$ cat src/rtl/sseg_scan_driver_pkg.sv
// Shared definitions for the seven-segment display path: segment patterns,
// "all off" constants, the latched display-set record and an anode helper.
package sseg_pkg;

  // All four common-anode digits disabled (anodes are active-low).
  localparam logic [3:0] ANODES_OFF = 4'b1111;

  // Every segment including the decimal point dark (segments are active-low).
  localparam logic [7:0] SEG_OFF = 8'hFF;

  // Active-low {g,f,e,d,c,b,a} patterns, indexed by the hex nibble.
  // Listed from entry 15 (F) down to entry 0 (0).
  localparam logic [15:0][6:0] SEG_PATTERNS = {
    7'h0E, 7'h06, 7'h21, 7'h46,   // F E d C
    7'h03, 7'h08, 7'h10, 7'h00,   // b A 9 8
    7'h78, 7'h02, 7'h12, 7'h19,   // 7 6 5 4
    7'h30, 7'h24, 7'h79, 7'h40    // 3 2 1 0
  };

  // Digit position 0..3, digit 0 is the rightmost.
  typedef logic [1:0] digit_idx_t;

  // Everything a single load captures: the hex value, the decimal points
  // and the per-digit blank mask. Held once as "pending" and once as "shown".
  typedef struct packed {
    logic [15:0] value;
    logic [3:0]  dp;
    logic [3:0]  blank;
  } disp_set_t;

  // Active-low anode vector that enables exactly the given digit.
  function automatic logic [3:0] digit_anode(input digit_idx_t idx);
    return ~(4'b0001 << idx);
  endfunction

endpackage

$ cat src/rtl/sseg_scan_driver_if.sv
// Connection between the processor core and the scan driver. The master
// side presents value/dp/blank with a load strobe; the slave side drives the
// multiplexed display pins and the frame-complete pulse back.
interface sseg_scan_driver_if;

  logic [15:0] value;
  logic [3:0]  dp;
  logic [3:0]  blank;
  logic        load;
  logic [3:0]  an;
  logic [7:0]  sseg;
  logic        frame_done;

  modport master (
    output value, dp, blank, load,
    input  an, sseg, frame_done
  );

  modport slave (
    input  value, dp, blank, load,
    output an, sseg, frame_done
  );

endinterface

$ cat src/rtl/sseg_scan_driver_hex_to_sseg.sv
// Hex nibble to active-low seven-segment pattern {g,f,e,d,c,b,a}.
// Purely combinational so any display path can reuse it.
module hex_to_sseg
  import sseg_pkg::*;
(
  input  logic [3:0] nibble_i,
  output logic [6:0] seg_o
);

  assign seg_o = SEG_PATTERNS[nibble_i];

endmodule

$ cat src/rtl/sseg_scan_driver.sv
// Four-digit multiplexed seven-segment driver. A prescaler slices time into
// digit slots; the first GUARD cycles of every slot keep all anodes off so
// the previous digit's segments never ghost onto the next one. New values
// are parked in a pending set and only move to the shown set at the end of
// a full frame, so a frame never mixes old and new digits.
module sseg_scan_driver
  import sseg_pkg::*;
#(
  parameter int REFRESH_DIV = 50000,  // clock cycles per digit slot, >= 2
  parameter int GUARD       = 16      // blanked cycles at slot start, < REFRESH_DIV
)(
  input  logic                clk,
  input  logic                reset,
  sseg_scan_driver_if.slave   bus
);

  localparam int                CNT_W     = (REFRESH_DIV > 2) ? $clog2(REFRESH_DIV) : 1;
  localparam logic [CNT_W-1:0]  CNT_LAST  = CNT_W'(REFRESH_DIV - 1);
  localparam logic [CNT_W-1:0]  CNT_GUARD = CNT_W'(GUARD);
  localparam bit                HAS_GUARD = (GUARD > 0);
  localparam digit_idx_t        IDX_LAST  = 2'd3;

  // Scan position.
  logic [CNT_W-1:0] cnt_q, cnt_d;
  digit_idx_t       idx_q, idx_d;

  // Pending (waiting for a frame boundary) and displayed content.
  disp_set_t        pend_q, pend_d;
  logic             pend_valid_q, pend_valid_d;
  disp_set_t        disp_q, disp_d;

  // Registered display outputs.
  logic [3:0]       an_q, an_d;
  logic [7:0]       sseg_q, sseg_d;
  logic             frame_done_q, frame_done_d;

  // Decode helpers.
  logic             tick;
  logic             boundary;
  logic             in_guard;
  disp_set_t        load_set;
  logic [3:0]       nibble;
  logic [6:0]       seg7;

  hex_to_sseg u_hex (
    .nibble_i (nibble),
    .seg_o    (seg7)
  );

  // Next scan position, load/frame-transfer bookkeeping and the output image.
  always_comb begin
    // NOTE: every signal written here is given a value up front, so no path
    // leaves one unassigned and no latch can be inferred.
    tick         = (cnt_q == CNT_LAST);
    boundary     = tick && (idx_q == IDX_LAST);
    in_guard     = HAS_GUARD && (cnt_q < CNT_GUARD);
    load_set     = '{value: bus.value, dp: bus.dp, blank: bus.blank};
    nibble       = disp_q.value[{idx_q, 2'b00} +: 4];

    cnt_d        = tick ? '0 : cnt_q + 1'b1;
    idx_d        = tick ? idx_q + 1'b1 : idx_q;

    pend_d       = pend_q;
    pend_valid_d = pend_valid_q;
    disp_d       = disp_q;

    if (boundary) begin
      // A load landing exactly on the boundary skips the pending stage.
      if (bus.load) begin
        disp_d = load_set;
      end else if (pend_valid_q) begin
        disp_d = pend_q;
      end
      pend_valid_d = 1'b0;
    end else if (bus.load) begin
      // Last load before the boundary wins.
      pend_d       = load_set;
      pend_valid_d = 1'b1;
    end

    // Outputs lag the scan position by one cycle; segments are driven even
    // while anodes are off, so only reset ever shows SEG_OFF.
    an_d         = (in_guard || disp_q.blank[idx_q]) ? ANODES_OFF : digit_anode(idx_q);
    sseg_d       = {~disp_q.dp[idx_q], seg7};
    frame_done_d = boundary;
  end

  // State update; reset aborts any frame in progress and drops pending loads.
  always_ff @(posedge clk) begin
    // NOTE: sequential state is written only with non-blocking assignments so
    // every register samples the pre-edge values regardless of statement order.
    if (reset) begin
      cnt_q        <= '0;
      idx_q        <= '0;
      // NOTE: the pending and display sets are explicitly cleared because the
      // display must come back up showing zeros, not whatever was held.
      pend_q       <= '0;
      pend_valid_q <= 1'b0;
      disp_q       <= '0;
      an_q         <= ANODES_OFF;
      sseg_q       <= SEG_OFF;
      frame_done_q <= 1'b0;
    end else begin
      cnt_q        <= cnt_d;
      idx_q        <= idx_d;
      pend_q       <= pend_d;
      pend_valid_q <= pend_valid_d;
      disp_q       <= disp_d;
      an_q         <= an_d;
      sseg_q       <= sseg_d;
      frame_done_q <= frame_done_d;
    end
  end

  assign bus.an         = an_q;
  assign bus.sseg       = sseg_q;
  assign bus.frame_done = frame_done_q;

endmodule

$ cat src/flat_wrapper.sv
// flat-port wrapper written by rule: the top's interface ports become plain ports
module sseg_scan_driver_flat import sseg_pkg::*;
#(
  parameter int REFRESH_DIV = 50000,                                      
  parameter int GUARD       = 16                                                    
)
  (clk, reset, bus_value, bus_dp, bus_blank, bus_load, bus_an, bus_sseg, bus_frame_done);
  sseg_scan_driver_if bus_i ();
  input  logic clk;
  input  logic reset;
  input wire logic [$bits(bus_i.value)-1:0] bus_value;
  input wire logic [$bits(bus_i.dp)-1:0] bus_dp;
  input wire logic [$bits(bus_i.blank)-1:0] bus_blank;
  input wire logic [$bits(bus_i.load)-1:0] bus_load;
  output wire logic [$bits(bus_i.an)-1:0] bus_an;
  output wire logic [$bits(bus_i.sseg)-1:0] bus_sseg;
  output wire logic [$bits(bus_i.frame_done)-1:0] bus_frame_done;
  assign bus_i.value = bus_value;
  assign bus_i.dp = bus_dp;
  assign bus_i.blank = bus_blank;
  assign bus_i.load = bus_load;
  assign bus_an = bus_i.an;
  assign bus_sseg = bus_i.sseg;
  assign bus_frame_done = bus_i.frame_done;
  sseg_scan_driver #(.REFRESH_DIV(REFRESH_DIV), .GUARD(GUARD)) u_core (.clk(clk), .reset(reset), .bus(bus_i));
endmodule
$ cat config.mk
export PLATFORM = sky130hd
export DESIGN_NAME = sseg_scan_driver_flat
export DESIGN_NICKNAME = d
export VERILOG_FILES = /design/src/rtl/sseg_scan_driver_pkg.sv /design/src/rtl/sseg_scan_driver_if.sv /design/src/rtl/sseg_scan_driver_hex_to_sseg.sv /design/src/rtl/sseg_scan_driver.sv /design/src/flat_wrapper.sv
export SDC_FILE = /design/constraint.sdc
export NUM_CORES = 1
export LEC_CHECK = 0
export CORE_ASPECT_RATIO = 0.8
export CORE_MARGIN = 2
export CORE_UTILIZATION = 51
export DETAILED_ROUTE_END_ITERATION = 12
export PLACE_DENSITY_LB_ADDON = 0.2
export RECOVER_POWER = 25
export SLEW_MARGIN = 20
export SYNTH_ARGS = -nofsm -noshare
export SYNTH_HDL_FRONTEND = slang
export SYNTH_HIERARCHICAL = 1
export SYNTH_SLANG_ARGS = --single-unit
export TNS_END_PERCENT = 100
$ cat constraint.sdc
create_clock -name clk -period 2.5 [get_ports clk]
set_input_delay 0.375 -clock clk [delete_from_list [all_inputs] [get_ports clk]]
set_output_delay 0.375 -clock clk [all_outputs]
set_load 0.005 [all_outputs]
# --- After elaboration in Yosys (flattened, before gate mapping) ---
# Memory sizes are Yosys's and may differ from the RTL's. A register that Yosys moved wholly into a read port is not among the register bits.
# Cells that the tools add are included.
word_totals:
  reg_bits: 80
  mem_bits_ro: 112
  input_bits: 27
  word_cells: 40
  mem_count: 1
op_classes:
  n_addsub: 2
  order_cmp: 3
  n_eq_ne: 2
  n_shift: 2
  muxes: 7
  bitwise_logic: 3
  reduce_logical: 8
memory_table:
  columns: ["name", "words", "width", "read_ports", "rd_clocked_by_memory_dff", "wr", "line_no", "source"]
  rows:
  - ["(name not given)", 16, 7, 1, 1, 0, "sseg_scan_driver_hex_to_sseg.sv:10", "assign seg_o = SEG_PATTERNS[nibble_i];"]
op_table:
  columns: ["op", "count"]
  rows:
  - ["$mux 24", 2]
  - ["$add 16x1->16 const B", 1]
  - ["$eq 16x16->1 const B", 1]
  - ["$lt 16x5->1 const B", 1]
  - ["$shiftx 16x5->4", 1]
  - ["$mux 7", 1]
  - ["$reduce_or 2->1", 3]
  - ["$lt 4x5->1 const B", 1]
  - ["$bmux 1 s2", 2]
  - ["$not 4->4", 1]
  - ["$reduce_and 2->1", 2]
  - ["$shl 1x2->4 const A", 1]
  - ["$lt 2x3->1 const B", 1]
  - ["$add 2x1->2 const B", 1]
  - ["$eq 2x2->1 const B", 1]
  - ["$mux 1", 2]
  - ["$not 1->1", 2]
  - ["$reduce_bool 2->1", 1]
  - ["$logic_and 1x1->1", 1]
  - ["$logic_or 1x1->1", 1]

# --- Depth between registers and ports, before layout ---
depth:
  word_depth: 4
  ltp_mapped: 8
  ltp_nobuf: 7

# --- Hierarchy ---
# Netlist, hierarchy kept.
by_module_without_submodules:
  columns: ["mod", "n_inst", "cells_per_inst", "area_each_um2"]
  rows:
  - ["sseg_scan_driver", 1, 390, 3662.3]
  - ["hex_to_sseg", 1, 32, 275.3]

# --- Worst setup path after synthesis ---
# No wires, ideal clock.
synth_timing:
  path_kind: "reg2reg"
  startpoint: "reg u_core.idx_q[0]"
  endpoint: "reg u_core.sseg_q[3] (netlist: u_core/bus.sseg[3])"
  setup_time_ns: 0.123
  t_arrival_ns: 2.366
  path_slack_ns: 0.010
  path_stages_with_launch: 8
  period_less_slack_ns: 2.490
  path_cell_list: "dfxtp_1 clkbuf_1 mux4_2 inv_1 ha_1 inv_1 mux4_1 or2_2"
synth_between:
  elab_chain_len: 1
synth_rtl:
  columns: ["element", "line_no", "source"]
  rows:
  - ["from (decl)", "sseg_scan_driver.sv:25", "digit_idx_t idx_q, idx_d;"]
  - ["from (signal assigned)", "sseg_scan_driver.sv:105", "idx_q <= idx_d;"]
  - ["$shiftx 16x5->4", "sseg_scan_driver.sv:58", "nibble = disp_q.value[{idx_q, 2'b00} +: 4];"]
  - ["named net u_core.nibble[0]", "sseg_scan_driver.sv:42", "logic [3:0] nibble;"]
  - ["to (decl)", "sseg_scan_driver.sv:34", "logic [7:0] sseg_q, sseg_d;"]
# The timed path passes the listed nets, and every way through them passes these cells.
# A chain may end at the register's enable or synchronous reset.

# --- Worst setup path in the final report ---
# Ends and elaborated chain as after synthesis.

==> impl_metrics.yaml <==
layout:
  multi_input_area_mm2: 0.00215
  seq_area_mm2: 0.00160
  syn2layout_area_growth_pct: 17.6
  antenna_cells: 0
  layout.cells.non_filler: 556
  finalCoreUtilization: 0.624
  layout-drive-gt1-share: 0.160
  fill_cells: 662
  final_nets: 485
synth:
  postSynthNetCount: 461
  synth-async-reset-ratio: 0
  ys_warn_count: 6
  syn_inst: 422
  synth_most_common_cell: "dfxtp_1"
  synth_area_leader_cell: "dfxtp_1"
  ys_types: 40
  netlist_top_cells_area: "dfxtp_1 (41%), mux2_2 (7.1%), mux2i_1 (7.1%)"
  synth_ff_type: "dfxtp_1"
  synth-seq-area-share: 0.407
  synth_commonest_cells: "dfxtp_1 (80), nand2_1 (58), a21oi_1 (30), nand4_1 (30)"
  avgSynthCellArea_um2: 9.33
  syn_area_mm2: 0.00394
  synth_edf_count: 0
  ys_seq_elements: 80
  synth_top_area_share: 0.407
drt:
  vias: 3085
  drc_errors: 0
  drt-initial-drc-count: 180
  drt_wl_total_um: 8250
  drtAntennaViolNets: 0
  drtPass1Iterations: 4
  avgRoutedWirePerCell_um: 14.8
  routed_via_density: 5.55
setup_path:
  endpoint_kind: "flop"
  worstSetupPathType: "reg2reg"
  path_common_cell: "inv_1"
  crit_buf_inv: 2
  required_ps: 2730
  cp_top_family: "multiplexers"
  critical_path.cell_chain: "mux4_2 -> inv_1 -> ha_1 -> inv_1 -> mux4_1 -> or2_2"
  path_max_fanout: 7
  crit_arrival_ps: 2570
  cp_slowest_cell: "mux4_2"
  start_kind: "flop"
  slowest_delay_ps: 640
grt:
  grt_usage: 0.208
  grt.overflow.total: 0
  grt_pass1_vias: 2870
  antenna_found_initial: 0
  grt_pass1_wl_um: 13800
  grt_max_degree: 52
floorplan:
  row_count: 28
  boundaryPins: 40
  die_x_um: 102
  core_mm2: 0.00743
  die_y_um: 82.6
  start_util: 0.530
  die_area_mm2: 0.00844
sta:
  grt_setup_unrepaired: "no"
  post-route-period-util: 0.937
  fmax_mhz: 427
  tns_ps: 0
  setup_viol: 0
  clock_skew_ps: 12.9
  min_period_ps: 2340
  slew_headroom: 0.363
  maxSlewViolCount: 0
  tightest_slew_ps: 956
  hold_violations: 0
power:
  leakage_nw: 1.67
  switching_share: 0.222
  p_clk_frac: 0.403
  p_int_mw: 1.98
  total_switching_power_uw: 564
  powerDensity_mw_per_mm2: 549
  power_frac_seq: 0.519
  p_comb_frac: 0.078
  ir_worst_vdd_mv: 0.290
min_path:
  hp-class: "reg2reg"
clock_network:
  cts_num_sinks: 80
  cts_setup_buffers: 0
  root_buffer: "clkbuf_8"
  clock_latency_ps: 350
  cts.path.max_buffers: 2
  htree_levels: 3
  hold_buffers: 0
  cts_resized: 0
  cts_tree: "done"
  path_clk_slew_ps: 80
  cts_buffers: 9
run:
  drv_cap: 0
run_status:
  status: "completed"
placed_design:
  globalplace.congestion: 0.811
  numPortBuffers: 39
  dp_hpwl_um: 5520
  placed_cells: 539
[final timing paths]
path / start / end / slack, ps / cells past startpoint
max: u_core/idx_q[0] / u_core/bus.sseg[3] / 160 / 6
min: u_core/cnt_q[0] / u_core/cnt_q[0] / 440 / 1
min reg2reg: u_core/cnt_q[0] / u_core/cnt_q[0] / 440 / 1
max reg2reg: u_core/idx_q[0] / u_core/bus.sseg[3] / 160 / 6
[cells by family after synthesis]
logic type               synth area share
buffers and inverters              0.0543
XOR/XNOR                           0.0245
multiplexers                        0.184
adder cells (fa/ha/maj)            0.0381
flip-flops                          0.407
AO/OA/AOI/OAI                       0.112
AND/OR/NAND/NOR                     0.181
[cell usage in the layout, fill, tap and decap left out, types with 2 or more instances in the layout]
master,instances
or3_1,3
a311oi_1,2
mux4_2,6
o21ai_0,6
nand2_1,58
a21oi_1,30
a22o_1,2
nand4_1,30
clkbuf_8,9
or2_2,8
dfxtp_1,80
ha_1,12
mux2_2,25
buf_4,11
nor3_1,3
mux2i_1,28
and4_1,2
inv_1,7
nand3_1,7
nor2_1,21
dlygate4sd3_1,14
xor2_1,6
and3_1,2
o31ai_1,25
xnor2_1,5
clkbuf_1,2
bufinv_16,2
clkdlybuf4s50_1,25
[registers in the layout, indices dropped and copies added, names as in the netlist]
name and flops:
u_core/pend_q 24, u_core/pend_valid_q 1, u_core/cnt_q 16, u_core/idx_q 2
u_core/bus.an 4, u_core/bus.frame_done 1, u_core/bus.sseg 8, u_core/disp_q 24
[final cells by class]
| type | count | share of cell area |
|---|---|---|
| multi-input cells | 295 | 0.464 |
| flip-flops and latches | 80 | 0.346 |
| repair buffers | 52 | 0.109 |
| clock buffers | 11 | 0.0284 |
| well taps | 105 | 0.0284 |
| clock inverters | 5 | 0.0176 |
| inverters | 8 | 0.00648 |
[power groups by stage]
stage | registers [mW] | clock network [mW] | logic [mW]
2_1_floorplan | 1.35 | 0 | 0.116
3_5_place_dp | 1.35 | 0 | 0.196
6_report | 1.32 | 1.02 | 0.198
3_3_place_gp | 1.35 | 0 | 0.194
5_1_grt | 1.33 | 1.10 | 0.216
4_1_cts | 1.32 | 1.05 | 0.198
[metrics by stage]
stage / instance area (um2) / total power, mW / setup WS [ps] / hold slack, ps
2_1_floorplan: 3940 / 1.47 / 10.4 / 413
3_3_place_gp: 4390 / 1.54 / 213 / 421
3_5_place_dp: 4390 / 1.55 / 167 / 435
4_1_cts: 4610 / 2.57 / 147 / 448
5_1_grt: 4630 / 2.65 / 18.4 / 455
6_report: 4630 / 2.55 / 158 / 442
[per-layer routing]
| metal | wire [um] | GRT usage |
|---|---|---|
| met4 | 53 | 0.0387 |
| met2 | 3540 | 0.321 |
| met5 | 0 | 0 |
| met3 | 442 | 0.0589 |
| met1 | 4220 | 0.294 |
Note: power is estimated with default switching activity, not from simulation.
